==> config.mk <==
export PLATFORM = sky130hd
export DESIGN_NAME = count8down_fsm
export DESIGN_NICKNAME = d
export VERILOG_FILES = /design/src/rtl/count_pkg.sv /design/src/rtl/count8down_fsm.sv
export SDC_FILE = /design/constraint.sdc
export NUM_CORES = 1
export LEC_CHECK = 0
export ABC_CLOCK_PERIOD_IN_PS = 1800
export CAP_MARGIN = 20
export CELL_PAD_IN_SITES_DETAIL_PLACEMENT = 1
export CELL_PAD_IN_SITES_GLOBAL_PLACEMENT = 1
export CORE_UTILIZATION = 40
export CTS_CLUSTER_DIAMETER = 60
export CTS_CLUSTER_SIZE = 14
export DETAILED_ROUTE_END_ITERATION = 16
export DONT_BUFFER_PORTS = 1
export PLACE_DENSITY_LB_ADDON = 0.1
export SYNTH_ARGS = -nofsm -noshare
export SYNTH_HDL_FRONTEND = slang
export SYNTH_SLANG_ARGS = --single-unit
==> constraint.sdc <==
create_clock -name clk -period 1.8 [get_ports clk]
set_input_delay 0.54 -clock clk [delete_from_list [all_inputs] [get_ports clk]]
set_output_delay 0.54 -clock clk [all_outputs]
set_load 0.01 [all_outputs]
==> src/rtl/count_pkg.sv <==
// Shared counter definitions: the FSM state encoding and the default counter width
// used by both the up- and down-counting timers.
package count_pkg;

  localparam int COUNT_WIDTH = 8;

  typedef enum logic [1:0] {
    IDLE = 2'b00,
    RUN  = 2'b01,
    DONE = 2'b10
  } count_state_t;

endpackage

==> src/rtl/count8down_fsm.sv <==
// Loadable down-counting timer with a one-cycle expiry pulse.
// Define COUNT8DOWN_AUTO_RELOAD_EN to reload from RLD on expiry for a periodic tick.
import count_pkg::*;

module count8down_fsm #(
  parameter int WIDTH = COUNT_WIDTH
) (
  input  logic             clk,
  input  logic             res,
  input  logic             clr,
  input  logic             load,
  input  logic             EN,
  input  logic [WIDTH-1:0] CNT_In,
  output logic [WIDTH-1:0] CNT,
  output logic             BUSY,
  output logic             ZERO,
  output logic             DONE_P
);

  count_state_t     state_reg, state_next;
  logic [WIDTH-1:0] cnt_reg, cnt_next;
  logic [WIDTH-1:0] rld_reg, rld_next;
  logic             done_p_reg, done_p_next;

  always_comb begin
    state_next  = state_reg;
    cnt_next    = cnt_reg;
    rld_next    = rld_reg;
    done_p_next = 1'b0;

    if (clr) begin
      state_next = IDLE;
      cnt_next   = '0;
    end else if (load) begin
      // A load overrides everything below it, including a pending expiry pulse.
      rld_next   = CNT_In;
      cnt_next   = CNT_In;
      state_next = (CNT_In != '0) ? RUN : IDLE;
    end else begin
      case (state_reg)
        RUN: begin
          if (EN) begin
            if (cnt_reg == WIDTH'(1)) begin
              done_p_next = 1'b1;
`ifdef COUNT8DOWN_AUTO_RELOAD_EN
              cnt_next   = rld_reg;
              state_next = RUN;
`else
              cnt_next   = '0;
              state_next = DONE;
`endif
            end else begin
              cnt_next = cnt_reg - WIDTH'(1);
            end
          end
        end
        DONE:    cnt_next = '0;
        IDLE:    cnt_next = cnt_reg;
        default: state_next = IDLE;
      endcase
    end
  end

  always_ff @(posedge clk or negedge res) begin
    if (!res) begin
      state_reg  <= IDLE;
      cnt_reg    <= '0;
      rld_reg    <= '0;
      done_p_reg <= 1'b0;
    end else begin
      state_reg  <= state_next;
      cnt_reg    <= cnt_next;
      rld_reg    <= rld_next;
      done_p_reg <= done_p_next;
    end
  end

  assign CNT    = cnt_reg;
  assign BUSY   = (state_reg == RUN);
  assign ZERO   = (cnt_reg == '0);
  assign DONE_P = done_p_reg;

endmodule

======== Word-level counts from Yosys, hierarchy flattened ========
Index checks and enable logic that the tools add are counted.
word-level totals
  register bits ........................... 11
  input bits .............................. 13
  logic and storage cells ................. 33
cells by class
  add/sub/neg operators ................... 1
  equality and inequality tests ........... 6
  multiplexer cells ....................... 16
  reduce and logical (&&, ||, !) cells .... 7
operator list
  kind                                                   number
  2-to-1 mux 8 bit                                       4
  one-hot mux 8 bit (2 select lines)                     1
  == test 8 x 1 -> 1 bit, second input constant          1
  logical NOT 8 bit                                      1
  2-to-1 mux 2 bit                                       4
  nonzero test 8 bit                                     1
  subtractor 8 x 1 -> 8 bit, second input constant       1
  2-to-1 mux 1 bit                                       6
  inequality test 4 x 3 -> 1 bit, second input constant  1
  inequality test 4 bit, second input constant           1
  one-hot mux 2 bit (2 select lines)                     1
  nonzero test 4 bit                                     1
  inequality test 3 x 1 -> 1 bit, second input constant  1
  AND reduction 3 bit                                    1
  == test 2 x 1 -> 1 bit, second input constant          1
  == test 2 bit, second input constant                   1
  logical NOT 2 bit                                      1
  AND reduction 2 bit                                    1
  OR reduction 2 bit                                     1

======== Longest topological paths before layout ========
  depth in word-level cells ............... 6
  depth in mapped cells ................... 6
  gate-level depth less buffers ........... 6

======== Worst setup path before layout ========
Ideal clock, no wire load.
  kind .................................... register -> output
  from .................................... reg cnt_reg[0], in the netlist CNT[0]
  to ...................................... out ZERO
  arrival time ............................ 1491 ps
  setup slack ............................. -231 ps
  stages on the path, launching flop included .. 5
  cell sequence ........................... dfrtp_1 > inv_1 > ha_1 > or3b_2 > nor3_1
on the way
  cells in the longest elaborated chain, start to end .. 1
ends and longest elaborated chain
  what                    RTL line              source
  from (decl)             count8down_fsm.sv:21  logic [WIDTH-1:0] cnt_reg, cnt_next;
  from (signal assigned)  count8down_fsm.sv:72  cnt_reg <= cnt_next;
  logical NOT 8 bit       count8down_fsm.sv:80  assign ZERO = (cnt_reg == '0);
  to (decl)               count8down_fsm.sv:16  output logic ZERO,
Every way passes these cells.

======== Worst setup path in the final report ========
Ends and elaborated chain as after synthesis.

==> flow_summary.yaml <==
clock_network:
  root_buffer: "clkbuf_4"
  clk_latency_ns: 0.29
  cts_tree: "done"
  clock_sinks: 11
  numCtsBuffers: 3
  clk_pin_slew_ns: 0.07
  htree_levels: 1
  cts_buffer_depth: 2
detailed_routing:
  dr_total_vias: 886
  post_drt_wl_per_cell_um: 22.7
  wl_um: 3040
  dr.pass1.iters: 4
  postRouteAntennaNets: 0
  vias_per_cell: 6.61
  drt_iter0_drc: 38
  drc: 0
placement:
  dpl_cell_area_um2: 956
  gp_congestion: 0.814
  pre_cts_ws_ns: -0.00210
  dpl.hpwl_um: 2020
  io_buffers: 0
final_layout:
  multiInputGateArea_um2: 617
  num_antenna_cells: 0
  register_area_um2: 277
  drive_gt1_share_pct: 44.0
  fillers: 213
  design_area_um2: 1150
  largest_register_ffs: 8
  area_growth_pct: 43.0
  final_cell_mix: "17 x buf_4, 10 x dfrtp_1, 5 x nor2_1"
  final_net_count: 128
  final_common_cell: "buf_4"
  post-route-util_pct: 64.0
synthesis:
  synth_ff_type: "dfrtp_1"
  ys_warn_count: 0
  synthCells: 86
  syn_nets: 104
  synth_area_um2: 806
  ys_types: 39
  postSynthAreaPerCell_um2: 9.37
  synth_edf_count: 0
  synth_top_area_share_pct: 34.2
  yosys.area.top_type: "dfrtp_1"
  synth_seq_cells: 11
  ys_seq_area_share_pct: 34.2
  async_reset_ff_share_pct: 100
  synth_area_leaders: "dfrtp_1 34%, ha_1 7.8%, nor3_1 3.7%"
pwr:
  total_power_mw: 0.795
  power_density_nw_per_um2: 690
  ir_drop_uv: 512
  power.leakage_nw: 0.494
outcome:
  failed_checks: "negative setup slack"
  status: "complete, but fails checks"
global_routing:
  grt_pass1_vias: 870
  grt_pass1_wl_um: 4380
  grtUsageTotal_pct: 30.3
  grt_max_degree: 16
  antenna_found_initial: 0
  grt-ovfl-total: 0
timing:
  worstMarginPinSlew_ns: 0.575
  fmax_mhz: 491
  post-route-period-util_pct: 113
  timing.hold.ws_ns: 0.292
  relSlewSlack_pct: 61.5
  fin_ws_ns: -0.236
  clock_skew_ns: 0.00104
  setup_violations: 10
  maxSlewViolCount: 0
  hold_viol: 0
  min_period_ns: 2.04
  rsz0062_at_grt: "yes"
critical_path:
  endpoint_kind: "output port"
  worstPathMaxFanout: 2
  rr_endpoint: "CNT[6]$_DFFE_PN0P_"
  crit_start: "CNT[0]$_DFFE_PN0P_"
  crit_required_ns: 1.26
  start_kind: "flip-flop"
  critPathArrivalTime_ns: 1.50
  reg2regPathDepth: 8
  r2r_setup_slack_ns: -0.18
  worstReg2RegStart: "CNT[0]$_DFFE_PN0P_"
  endpoint: "ZERO"
  worstSetupPathType: "reg2out"
die:
  die_area_um2: 2200
  io_pins: 24
  core_area_um2: 1800
  rows: 15
  die_width_um: 46.9
  die_y_um: 46.9
  initial_utilization_pct: 44.7
worst_hold_path:
  min_path_type: "in2reg"
flow_run:
  maxCapViolations: 0
## critical path, stage by stage, from the launching register on
cell and delay, ns:
dfrtp_2 0.43, inv_2 0.08, ha_4 0.13, or3b_4 0.40, nor3_4 0.16
## logic make-up (layout without fill, tap and decap cells)
kind of cell,Yosys count,after routing,synth area share (%)
AOI/OAI and AO/OA,30,30,27.8
adders and majority gates,5,5,7.76
buffers and inverters,8,31,4.66
DFF,11,11,34.2
muxes,1,1,1.24
and+or+nand+nor,31,31,24.4
## cells in the mapped netlist, types with 2 or more instances
library cell	instances
dfrtp_1	11
nor3_1	6
ha_1	5
inv_1	5
nor2_1	5
o21ai_0	5
a21oi_1	4
nand2_1	4
o41ai_1	3
a211o_1	2
a21o_1	2
a22o_1	2
clkbuf_1	2
nand3_1	2
o31ai_1	2
or3_1	2
or4_1	2
## report_power, final
| part | switching (mW) | total (mW) | internal [mW] |
|---|---|---|---|
| Sequential | 0.0159 | 0.281 | 0.265 |
| Combinational | 0.174 | 0.329 | 0.155 |
| Clock | 0.0988 | 0.185 | 0.0865 |
| Total | 0.289 | 0.795 | 0.506 |
## what timing repair did
| item | in CTS | in global routing |
|---|---|---|
| buffers inserted | 5 | 1 |
| hold endpoints to repair | 11 | 0 |
| endpoints found under the setup margin | 3 | 11 |
| gates resized for setup | 11 | 14 |
| hold buffers | 1 | 0 |
| pin swaps | 4 | 6 |
## worst min-delay path by stage
stage / slack, ns / depth (start not counted) / from / to
final: 0.29 / 1 / clr / state_reg[0]$_DFFE_PN0P_
after global routing: 0.28 / 1 / clr / state_reg[0]$_DFFE_PN0P_
after CTS: 0.31 / 1 / clr / state_reg[0]$_DFFE_PN0P_
after detailed placement: 0.24 / 0 / res / CNT[0]$_DFFE_PN0P_
after global placement: 0.24 / 0 / res / CNT[0]$_DFFE_PN0P_
after floorplan: 0.24 / 0 / res / CNT[0]$_DFFE_PN0P_
## per-stage QoR
stage               std cells   TNS, ns
floorplan                  86         0
finish                    134     -1.15
global placement          124         0
global route              134     -1.57
CTS                       134    -0.573
detailed placement        124  -0.00210
## per-layer routing
| metal | routed length [um] | share of wire [%] | global-route usage, % |
|---|---|---|---|
| met1 | 1270 | 42 | 36.9 |
| met2 | 1460 | 48 | 50.3 |
| met3 | 262 | 8.6 | 8.46 |
| met4 | 46 | 1.5 | 12.6 |
| met5 | 0 | 0 | 0 |
## cell type report
type                            count  area share (%)
Multi-Input combinational cell     67            53.5
Clock buffer                        4            2.28
Tap cell                           25            2.71
Sequential cell                    11            24.0
Inverter                            5            1.63
Timing Repair Buffer               22            15.9
Note: power is estimated with default switching activity, not from simulation.
